## config.mk

```make
export PLATFORM = sky130hd
export DESIGN_NAME = mem_bank_ctrl
export DESIGN_NICKNAME = d
export VERILOG_FILES = /design/src/rtl/mem_bank_ctrl.sv
export SDC_FILE = /design/constraint.sdc
export NUM_CORES = 1
export LEC_CHECK = 0
export CAP_MARGIN = 20
export CORE_MARGIN = 2
export CORE_UTILIZATION = 41
export CTS_CLUSTER_DIAMETER = 60
export CTS_CLUSTER_SIZE = 16
export DETAILED_ROUTE_END_ITERATION = 10
export PLACE_DENSITY = 0.85
export SKIP_LAST_GASP = 1
export SYNTH_ARGS = -nofsm -noshare
export SYNTH_HDL_FRONTEND = slang
export SYNTH_SLANG_ARGS = --single-unit
```

## constraint.sdc

```tcl
create_clock -name clk -period 3.49 [get_ports clk]
set_input_delay 0.698 -clock clk [delete_from_list [all_inputs] [get_ports clk]]
set_output_delay 0.698 -clock clk [all_outputs]
set_load 0.01 [all_outputs]
```

## src/rtl/mem_bank_ctrl.sv

```systemverilog
// Load/store controller in front of a two-bank memory: registers bank select/address/data,
// strobes the per-bank write enable and returns load data after READ_LAT cycles.
// Optional BANK_ACCESS_CNT_EN enables saturating per-bank access counters.
module mem_bank_ctrl #(
  parameter int DATA_W   = 16,
  parameter int ADDR_W   = 16,
  parameter int READ_LAT = 2
) (
  input  logic              clk,
  input  logic              rst_n,
  input  logic              req_valid,
  output logic              req_ready,
  input  logic              req_we,
  input  logic [ADDR_W-1:0] req_addr,
  input  logic [DATA_W-1:0] req_wdata,
  output logic              bank_sel,
  output logic [DATA_W-1:0] bank_wdata,
  output logic [ADDR_W-2:0] bank_addr,
  output logic              bank_we0,
  output logic              bank_we1,
  input  logic [DATA_W-1:0] bank_rdata0,
  input  logic [DATA_W-1:0] bank_rdata1,
  output logic              rsp_valid,
  input  logic              rsp_ready,
  output logic [DATA_W-1:0] rsp_rdata,
  output logic              busy,
  output logic [15:0]       acc_cnt0,
  output logic [15:0]       acc_cnt1
);

  typedef enum logic [1:0] {S_IDLE, S_WRITE, S_READ_WAIT, S_RESP} state_e;

  localparam logic [3:0] LAT_INIT = 4'(READ_LAT - 1);

  state_e              state_q, state_d;
  logic [3:0]          lat_q, lat_d;
  logic                sel_q, sel_d;
  logic [ADDR_W-2:0]   addr_q, addr_d;
  logic [DATA_W-1:0]   wdata_q, wdata_d;
  logic [DATA_W-1:0]   rdata_q, rdata_d;

  // NOTE: sequential blocks use non-blocking (<=) so every flop samples pre-edge values.
  always_ff @(posedge clk or negedge rst_n) begin
    if (!rst_n) begin
      state_q <= S_IDLE;
      lat_q   <= '0;
      sel_q   <= 1'b0;
      addr_q  <= '0;
      wdata_q <= '0;
      rdata_q <= '0;
    end else begin
      state_q <= state_d;
      lat_q   <= lat_d;
      sel_q   <= sel_d;
      addr_q  <= addr_d;
      wdata_q <= wdata_d;
      rdata_q <= rdata_d;
    end
  end

  // NOTE: every signal gets a hold default first so no path through the case infers a latch.
  always_comb begin
    state_d = state_q;
    lat_d   = lat_q;
    sel_d   = sel_q;
    addr_d  = addr_q;
    wdata_d = wdata_q;
    rdata_d = rdata_q;
    case (state_q)
      S_IDLE: begin
        if (req_valid) begin
          sel_d   = req_addr[ADDR_W-1];
          addr_d  = req_addr[ADDR_W-2:0];
          wdata_d = req_wdata;
          if (req_we) begin
            state_d = S_WRITE;
          end else begin
            lat_d   = LAT_INIT;
            state_d = S_READ_WAIT;
          end
        end
      end
      S_WRITE: state_d = S_IDLE;
      S_READ_WAIT: begin
        if (lat_q == 4'd0) begin
          rdata_d = sel_q ? bank_rdata1 : bank_rdata0;
          state_d = S_RESP;
        end else begin
          lat_d = lat_q - 4'd1;
        end
      end
      S_RESP: if (rsp_ready) state_d = S_IDLE;
      default: state_d = S_IDLE;
    endcase
  end

  always_comb begin
    req_ready = (state_q == S_IDLE);
    busy      = (state_q != S_IDLE);
    rsp_valid = (state_q == S_RESP);
    bank_we0  = (state_q == S_WRITE) && !sel_q;
    bank_we1  = (state_q == S_WRITE) &&  sel_q;
  end

  assign bank_sel   = sel_q;
  assign bank_addr  = addr_q;
  assign bank_wdata = wdata_q;
  assign rsp_rdata  = rdata_q;

`ifdef BANK_ACCESS_CNT_EN
  logic [15:0] cnt0_q, cnt1_q;
  logic        done;

  // An access completes in its strobe cycle (store) or on the response handshake (load).
  always_comb begin
    done = (state_q == S_WRITE) || ((state_q == S_RESP) && rsp_ready);
  end

  always_ff @(posedge clk or negedge rst_n) begin
    if (!rst_n) begin
      cnt0_q <= '0;
      cnt1_q <= '0;
    end else begin
      if (done && !sel_q && (cnt0_q != 16'hFFFF)) cnt0_q <= cnt0_q + 16'd1;
      if (done &&  sel_q && (cnt1_q != 16'hFFFF)) cnt1_q <= cnt1_q + 16'd1;
    end
  end

  assign acc_cnt0 = cnt0_q;
  assign acc_cnt1 = cnt1_q;
`else
  assign acc_cnt0 = 16'd0;
  assign acc_cnt1 = 16'd0;
`endif

endmodule

```

==> results of run 1 <==
==> layout make-up <==
cell class	count	area [um^2]
clock buffer	6	72.6
clock inverter	2	13.8
multi-input combinational	127	1120
inverter	6	22.5
sequential	54	1350
tap	77	96.3
fill	509	2440
timing repair buffer	124	1230
==> cells in the final DEF (no fill, tap or decap) <==
cell | netlist | final
a211o_1 | 1 | 1
a21oi_1 | 1 | 1
a221oi_1 | 1 | 1
a22o_1 | 2 | 2
a31oi_1 | 3 | 3
and2_1 | 2 | 2
and3_1 | 1 | 1
buf_2 | 3 | 1
buf_4 | 32 | 3
clkbuf_1 | 1 | 1
clkbuf_8 | 0 | 5
clkdlybuf4s50_1 | 0 | 120
clkinv_2 | 0 | 1
clkinv_4 | 0 | 1
conb_1 | 1 | 32
dfrtp_1 | 54 | 54
ha_1 | 2 | 2
inv_1 | 6 | 6
mux2_1 | 5 | 5
mux2_2 | 50 | 50
mux2_4 | 10 | 10
nand2_1 | 1 | 1
nand2b_1 | 1 | 1
nand3_4 | 1 | 1
nor2_1 | 1 | 1
nor2b_1 | 3 | 3
nor3_1 | 3 | 3
nor3b_1 | 1 | 1
nor3b_4 | 1 | 1
nor4b_1 | 2 | 2
o21ai_0 | 1 | 1
o22ai_1 | 1 | 1
or3b_2 | 1 | 1
==> per-stage QoR <==
stage                     setup slack [ps]  cell area [um^2]  total power [uW]  utilization
final                                  932              3910              3160        0.615
after global routing                   823              3910              3370        0.615
after CTS                              914              3910              3210        0.615
after detailed placement               825              3820              2860        0.602
after global placement                 884              3820              2800        0.602
after floorplan                       1640              2810              2060            -
==> cell families (layout without fill, tap and decap cells) <==
logic type,count (synthesis),after routing
other,1,32
adders and majority gates,2,2
buffers and inverters,47,138
muxes,65,65
DFF,54,54
AOI/OAI and AO/OA,10,10
and+or+nand+nor,18,18
==> per-layer routing <==
metal / GRT usage / routed length, um / up-vias
li1: - / - / 856
met1: 0.180 / 2150 / 868
met2: 0.268 / 2650 / 105
met5: 0 / 0 / -
met4: 0.0390 / 40 / 0
met3: 0.0564 / 655 / 5
==> power by group through the flow <==
stage               clock [uW]  sequential, uW  combinational, uW
floorplan                    0            1260                796
global placement             0            1160               1640
detailed placement           0            1170               1690
CTS                        350            1160               1690
global route               373            1210               1790
finish                     339            1160               1670
==> registers in the layout (all words and copies together), names as in the netlist <==
| name | count |
|---|---|
| bank_addr | 15 |
| bank_wdata | 16 |
| lat_q | 4 |
| state_q | 2 |
| bank_sel | 1 |
| rsp_rdata | 16 |
==> worst reg2reg max path, stage by stage (launching register included) <==
cell	delay, ps
dfrtp_1	550
nor2_1	240
and2_1	550
buf_4	380
mux2_2	370
==> final timing paths <==
kind / cells after the start / endpoint / start / slack [ps]
min in group clk: 1 / bank_wdata[4] / bank_wdata[4] / 490
worst min-delay path: 1 / bank_wdata[10] / rst_n / 430
max in group asynchronous: 2 / rsp_rdata[11] / rst_n / 2270
worst max-delay path: 3 / bank_we1 / state_q[0] / 930
worst min register to register: 1 / bank_wdata[4] / bank_wdata[4] / 490
worst max register to register: 4 / bank_addr[7] / state_q[1] / 1290
==> impl_metrics.json, run 1 <==
{
  "holdCritPathClass": "input pin to asynchronous set/reset pin",
  "cts_resized": 0,
  "fin_crit_sh": 0.733,
  "finalNonFillerCells": 396,
  "grt_antenna_before_repair": 0,
  "ir_drop_v": 0.000391,
  "clk_path_buf_depth": 2,
  "synth_xor_area_frac": 0,
  "path_max_fanout": 9,
  "synth.area.top_cells": "dfrtp_1 50%, mux2_2 21%, buf_4 8.9%",
  "synth-seq-cells": 54,
  "layout-area-overhead-vs-synth_pct": 45.0,
  "cts_buffers": 5,
  "relSlewSlack": 0.537,
  "clk_latency_ps": 300,
  "port_buffers": 121,
  "synth_edf_count": 0,
  "root_buffer": "clkbuf_8",
  "dieWidth_um": 85.1,
  "rows": 29,
  "drt-total-wl_um": 5500,
  "cts_sinks": 54,
  "grt_pass1_wl_um": 8950,
  "viasPerCell": 4.63,
  "status": "finished, final reports clean",
  "rsz0062_at_grt": "no",
  "io-pin-count": 154,
  "period_needed_ps": 2560,
  "hold_viol": 0,
  "path_class": "flip-flop to primary output",
  "synth_cells": 197,
  "num_vias": 1834,
  "layout.nets": 389,
  "path_buf_inv": 2,
  "overflow": 0,
  "holdWs_ps": 432,
  "path_cells": "inv_1 > nor3b_1 > clkdlybuf4s50_1",
  "remaining_drc_errors": 0,
  "drive_gt1_frac": 0.232,
  "clkTransAtPathRegs_ps": 100,
  "drv_slew": 0,
  "gr-usage-all-layers": 0.154,
  "netSwitchingFraction": 0.320,
  "synth_compound_area_frac": 0.0260,
  "p_per_area_mw_per_mm2": 809,
  "synth_top_family_by_area": "multiplexers",
  "crit_family": "buffers and inverters",
  "synth_ff_type": "dfrtp_1",
  "firstDrtPassIters": 4,
  "max_stage_delay_ps": 590,
  "setup_tns_ps": 0,
  "critPathLaunchType": "flip-flop",
  "netlist_top_cells_count": "54 x dfrtp_1, 50 x mux2_2, 32 x buf_4",
  "dieHeight_um": 85.1,
  "synth_area_per_cell_um2": 13.7,
  "wire_per_inst_um": 13.9,
  "max_cap_violations": 0,
  "drtIter0Drc": 24,
  "cp_data_required_time_ps": 2790,
  "power_frac_clock": 0.107,
  "p_sw_uw": 1010,
  "yosysSeqAreaShare": 0.502,
  "fmax_mhz": 391,
  "yosys.area_share.simple": 0.0506,
  "die_area_mm2": 0.00723,
  "synth.cell_area_mm2": 0.00269,
  "grt_pass1_vias": 1931,
  "dp_hpwl_um": 4300,
  "dpl.cell_count": 388,
  "skew_ps": 7.20,
  "antenna_left": 0,
  "yosysTopAreaCell": "dfrtp_1",
  "cp.arrival_ps": 1860,
  "async_flop_share": 1.00,
  "yosysMostFrequentCell": "dfrtp_1",
  "gp_congestion": 0.703,
  "synth_mux_area_frac": 0.286,
  "core_area_mm2": 0.00635,
  "p_int_uw": 2150,
  "end_kind": "primary output",
  "hold_buffers": 0,
  "setup_viol": 0,
  "worstMarginPinSlew_ps": 694,
  "grt_max_degree": 32,
  "pwr-share-seq": 0.366,
  "synth_fa_ha_area_frac": 0.00929,
  "antenna_cells": 0,
  "synth_warnings": 0,
  "htreeDepth": 2,
  "start_util": 0.424,
  "p_comb_frac": 0.527,
  "p_leak_uw": 0.00169,
  "synth.top_cell.area_share": 0.502,
  "crit_path_top_delay_cell": "clkdlybuf4s50_1",
  "cts_setup_buffers": 0,
  "cts_tree": "built",
  "ys_types": 30
}
(Power assumes the default switching activity.)
==> run 2: changes to the inputs <==
Settings changed: CORE_UTILIZATION 41 to 38, PLACE_DENSITY 0.85 to 0.8.
Clock period 3.49 ns to 2.38 ns, I/O delays scaled along.
==> impl_metrics.json, run 2 (synthesized netlist as in run 1, its figures left out) <==
{
  "status": "finished, final reports clean",
  "setup_tns_ps": 0,
  "htreeDepth": 2,
  "drt-total-wl_um": 5600,
  "p_sw_uw": 1520,
  "path_cells": "inv_1 > nor3_1 > clkdlybuf4s50_1",
  "grt_antenna_before_repair": 0,
  "ir_drop_v": 0.000553,
  "hold_buffers": 0,
  "pwr-share-seq": 0.360,
  "num_vias": 1860,
  "holdWs_ps": 174,
  "post-route-util": 0.582,
  "cts_tree": "built",
  "path_max_fanout": 9,
  "gp_congestion": 0.779,
  "gr-usage-all-layers": 0.143,
  "final_cell_area_mm2": 0.00398,
  "firstDrtPassIters": 4,
  "holdCritPathClass": "input pin to asynchronous set/reset pin",
  "dp_hpwl_um": 4330,
  "p_int_uw": 3190,
  "layout.nets": 390,
  "wl_met2_um": 2620,
  "cts_buffers": 5,
  "multi_input_area_mm2": 0.00112,
  "overflow": 0,
  "critPathLaunchType": "flip-flop",
  "dieHeight_um": 88.2,
  "viasPerCell": 4.47,
  "start_util": 0.394,
  "drtIter0Drc": 15,
  "antenna_left": 0,
  "cts_resized": 0,
  "wire_per_inst_um": 13.5,
  "drv_slew": 0,
  "cts_sinks": 54,
  "rsz0062_at_grt": "no",
  "path_buf_inv": 2,
  "crit_path_top_delay_cell": "clkdlybuf4s50_1",
  "final_cell_mix": "120 x clkdlybuf4s50_1, 53 x dfrtp_1, 50 x mux2_2",
  "core_area_mm2": 0.00683,
  "end_kind": "primary output",
  "grt_pass1_wl_um": 8690,
  "drive_gt1_frac": 0.241,
  "fmax_mhz": 452,
  "period_needed_ps": 2210,
  "clk_path_buf_depth": 2,
  "cp.arrival_ps": 1740,
  "wl_met1_um": 2280,
  "max_cap_violations": 0,
  "clkTransAtPathRegs_ps": 100,
  "port_buffers": 121,
  "hold_viol": 0,
  "grt_max_degree": 30,
  "layout_commonest_cell": "clkdlybuf4s50_1",
  "netSwitchingFraction": 0.323,
  "met3_length_um": 651,
  "dieWidth_um": 88.2,
  "antenna_cells": 0,
  "top_layer_used": "met4",
  "p_comb_frac": 0.526,
  "root_buffer": "clkbuf_8",
  "placed_cell_area_mm2": 0.00388,
  "path_class": "flip-flop to primary output",
  "fin_crit_sh": 0.930,
  "cts_setup_buffers": 0,
  "p_per_area_mw_per_mm2": 1180,
  "skew_ps": 5.96,
  "fillers": 587,
  "worstMarginPinSlew_ps": 611,
  "grt_pass1_vias": 1806,
  "seqCellArea_mm2": 0.00135,
  "clk_latency_ps": 310,
  "layout-area-overhead-vs-synth_pct": 47.6,
  "io-pin-count": 154,
  "p_leak_uw": 0.00170,
  "relSlewSlack": 0.588,
  "power_frac_clock": 0.115,
  "crit_family": "buffers and inverters",
  "cp_data_required_time_ps": 1900,
  "rows": 30,
  "die_area_mm2": 0.00778,
  "max_stage_delay_ps": 590,
  "remaining_drc_errors": 0,
  "setup_viol": 0
}
run 2: power groups by stage:
stage                     logic (uW)  clock network [uW]  registers [uW]
final                           2470                 540            1690
after CTS                       2520                 563            1700
after floorplan                 1170                   0            1850
after global routing            2670                 610            1760
after detailed placement        2510                   0            1710
after global placement          2450                   0            1690
run 2: cell type report:
type | instances | area share
Multi-Input combinational cell | 127 | 0.282
Clock buffer | 5 | 0.0173
Clock inverter | 3 | 0.00724
Sequential cell | 54 | 0.340
Tap cell | 96 | 0.0302
Timing Repair Buffer | 125 | 0.317
Inverter | 6 | 0.00567
run 2: path summary, 6_finish.rpt:
| kind | start | slack [ps] | to | depth (start not counted) |
|---|---|---|---|---|
| setup / recovery | state_q[0] | 170 | bank_we0 | 3 |
| min in group clk | bank_wdata[5] | 510 | bank_wdata[5] | 1 |
| hold reg to reg | bank_wdata[5] | 510 | bank_wdata[5] | 1 |
| hold / removal | rst_n | 170 | bank_wdata[12] | 1 |
| max in group asynchronous | rst_n | 1630 | bank_addr[12] | 2 |
| setup reg to reg | lat_q[0] | 470 | rsp_rdata[11] | 5 |
run 2: worst register-to-register path: cells and delay by family, from the launching register on:
kind / cells / cell delay (ps)
muxes: 1 / 400
adders and majority gates: 1 / 200
DFF: 1 / 410
buffers and inverters: 1 / 130
and+or+nand+nor: 2 / 660
run 2: per-layer routing:
layer  global-route usage  vias up
met5                    0        -
met4               0.0372        0
met3               0.0518        5
met2                0.240      112
met1                0.176      882
li1                     -      861
run 2: through the flow:
| stage | power, uW | instances | setup slack, ps |
|---|---|---|---|
| CTS | 4780 | 416 | 61.5 |
| floorplan | 3010 | 228 | 703 |
| global route | 5050 | 416 | 41.4 |
| global placement | 4130 | 408 | 474 |
| detailed placement | 4220 | 408 | 430 |
| finish | 4710 | 416 | 167 |
==> run 3: changes to the inputs <==
Settings changed: CORE_UTILIZATION 38 to 35, PLACE_DENSITY 0.8 to 0.78.
Clock period 2.38 ns to 1.95 ns, I/O delays scaled along.
==> impl_metrics.json, run 3 (synthesized netlist as in run 1, its figures left out) <==
{
  "final_cell_mix": "118 x clkdlybuf4s50_1, 54 x dfrtp_1, 50 x mux2_2",
  "dp_slack_ps": 101,
  "cts_buffers": 5,
  "grt_pass1_wl_um": 8910,
  "path_max_fanout": 13,
  "fillers": 652,
  "grt_max_degree": 33,
  "antenna_cells": 0,
  "hold_viol": 0,
  "r2r_end": "rsp_rdata[14]",
  "fin_crit_sh": 0.948,
  "dieWidth_um": 91.7,
  "status": "finished, final reports clean",
  "fmax_mhz": 541,
  "cts_sinks": 54,
  "holdCritPathClass": "input pin to asynchronous set/reset pin",
  "fin_ws_ps": 101,
  "end_kind": "primary output",
  "relSlewSlack": 0.620,
  "clk_path_buf_depth": 2,
  "dieHeight_um": 91.7,
  "rsz0062_at_grt": "no",
  "gr-usage-all-layers": 0.131,
  "drt-total-wl_um": 5470,
  "setup_viol": 0,
  "clkTransAtPathRegs_ps": 90,
  "dp_hpwl_um": 4210,
  "grt_pass1_vias": 1937,
  "cp.arrival_ps": 1460,
  "root_buffer": "clkbuf_8",
  "gp_congestion": 0.743,
  "core_area_mm2": 0.00737,
  "rows": 31,
  "path_class": "flip-flop to primary output",
  "die_area_mm2": 0.00841,
  "start_util": 0.366,
  "layout.nets": 394,
  "reg2reg_depth": 6,
  "io-pin-count": 154,
  "remaining_drc_errors": 0,
  "htreeDepth": 2,
  "rr_startpoint": "lat_q[0]",
  "cts_tree": "built",
  "critPathLaunchType": "flip-flop",
  "multi_input_area_mm2": 0.00112,
  "period_needed_ps": 1850,
  "regToRegSetupSlack_ps": 170,
  "power_uw": 5770,
  "holdWs_ps": 78.9,
  "drtIter0Drc": 57,
  "antenna_left": 0,
  "grt_antenna_before_repair": 0,
  "viasPerCell": 4.34,
  "firstDrtPassIters": 4,
  "cp_data_required_time_ps": 1560,
  "layout-area-overhead-vs-synth_pct": 49.1,
  "max_cap_violations": 0,
  "drv_slew": 0,
  "overflow": 0,
  "port_buffers": 121,
  "p_per_area_mw_per_mm2": 1440,
  "drive_gt1_frac": 0.247,
  "ir_drop_v": 0.000657,
  "p_leak_uw": 0.00174,
  "num_vias": 1837,
  "wire_per_inst_um": 12.9,
  "seqCellArea_mm2": 0.00135,
  "clk_latency_ps": 290,
  "worstMarginPinSlew_ps": 570,
  "setup_tns_ps": 0,
  "layout_commonest_cell": "clkdlybuf4s50_1",
  "skew_ps": 6.09
}
-- run 3: power by group --
group          leakage, uW  internal [uW]  switching, uW
Clock            0.0000482            287            321
Sequential        0.000637           1690            350
Combinational      0.00105           1990           1130
Total              0.00174           3960           1800
-- run 3: repair_timing --
action,in CTS,in global routing
endpoints found under the setup margin,2,19
setup buffers,0,1
hold buffers,0,0
pin swaps,0,1
gates resized for setup,2,2
-- run 3: area by class of cell --
class | instances | share of cell area
clock inverter | 1 | 0.00125
sequential | 54 | 0.336
clock buffer | 7 | 0.0215
tap | 99 | 0.0308
inverter | 6 | 0.00561
multi-input combinational | 127 | 0.280
timing repair buffer | 129 | 0.325
-- run 3: worst max path at each step --
| stage | slack [ps] | cells after the start | startpoint | end |
|---|---|---|---|---|
| 2_1_floorplan | 270 | 6 | lat_q[0] | rsp_rdata[10] |
| 3_3_place_gp | 130 | 5 | lat_q[0] | rsp_rdata[13] |
| 3_5_place_dp | 100 | 5 | lat_q[0] | rsp_rdata[9] |
| 4_1_cts | 40 | 2 | bank_sel | bank_sel |
| 5_1_grt | 10 | 2 | state_q[1] | req_ready |
| 6_report | 100 | 2 | bank_sel | bank_sel |
-- run 3: layer usage --
layer | share of wire | vias to the layer above | global-route usage | wire [um]
met5 | 0 | - | 0 | 0
met4 | 0.0049 | 0 | 0.0261 | 27
met3 | 0.098 | 2 | 0.0452 | 536
met2 | 0.49 | 106 | 0.237 | 2670
met1 | 0.41 | 863 | 0.149 | 2230
li1 | - | 866 | - | -
-- run 3: worst max-delay path, stage by stage (launching register included) --
cell             delay [ps]
dfrtp_1                 430
buf_6                   190
clkdlybuf4s50_1         550
-- run 3: through the flow --
stage / instances / cell area (um^2) / utilization
6_report: 423 / 4020 / 0.545
5_1_grt: 423 / 4020 / 0.545
4_1_cts: 422 / 3990 / 0.542
3_5_place_dp: 414 / 3900 / 0.530
3_3_place_gp: 414 / 3900 / 0.530
2_1_floorplan: 228 / 2810 / -
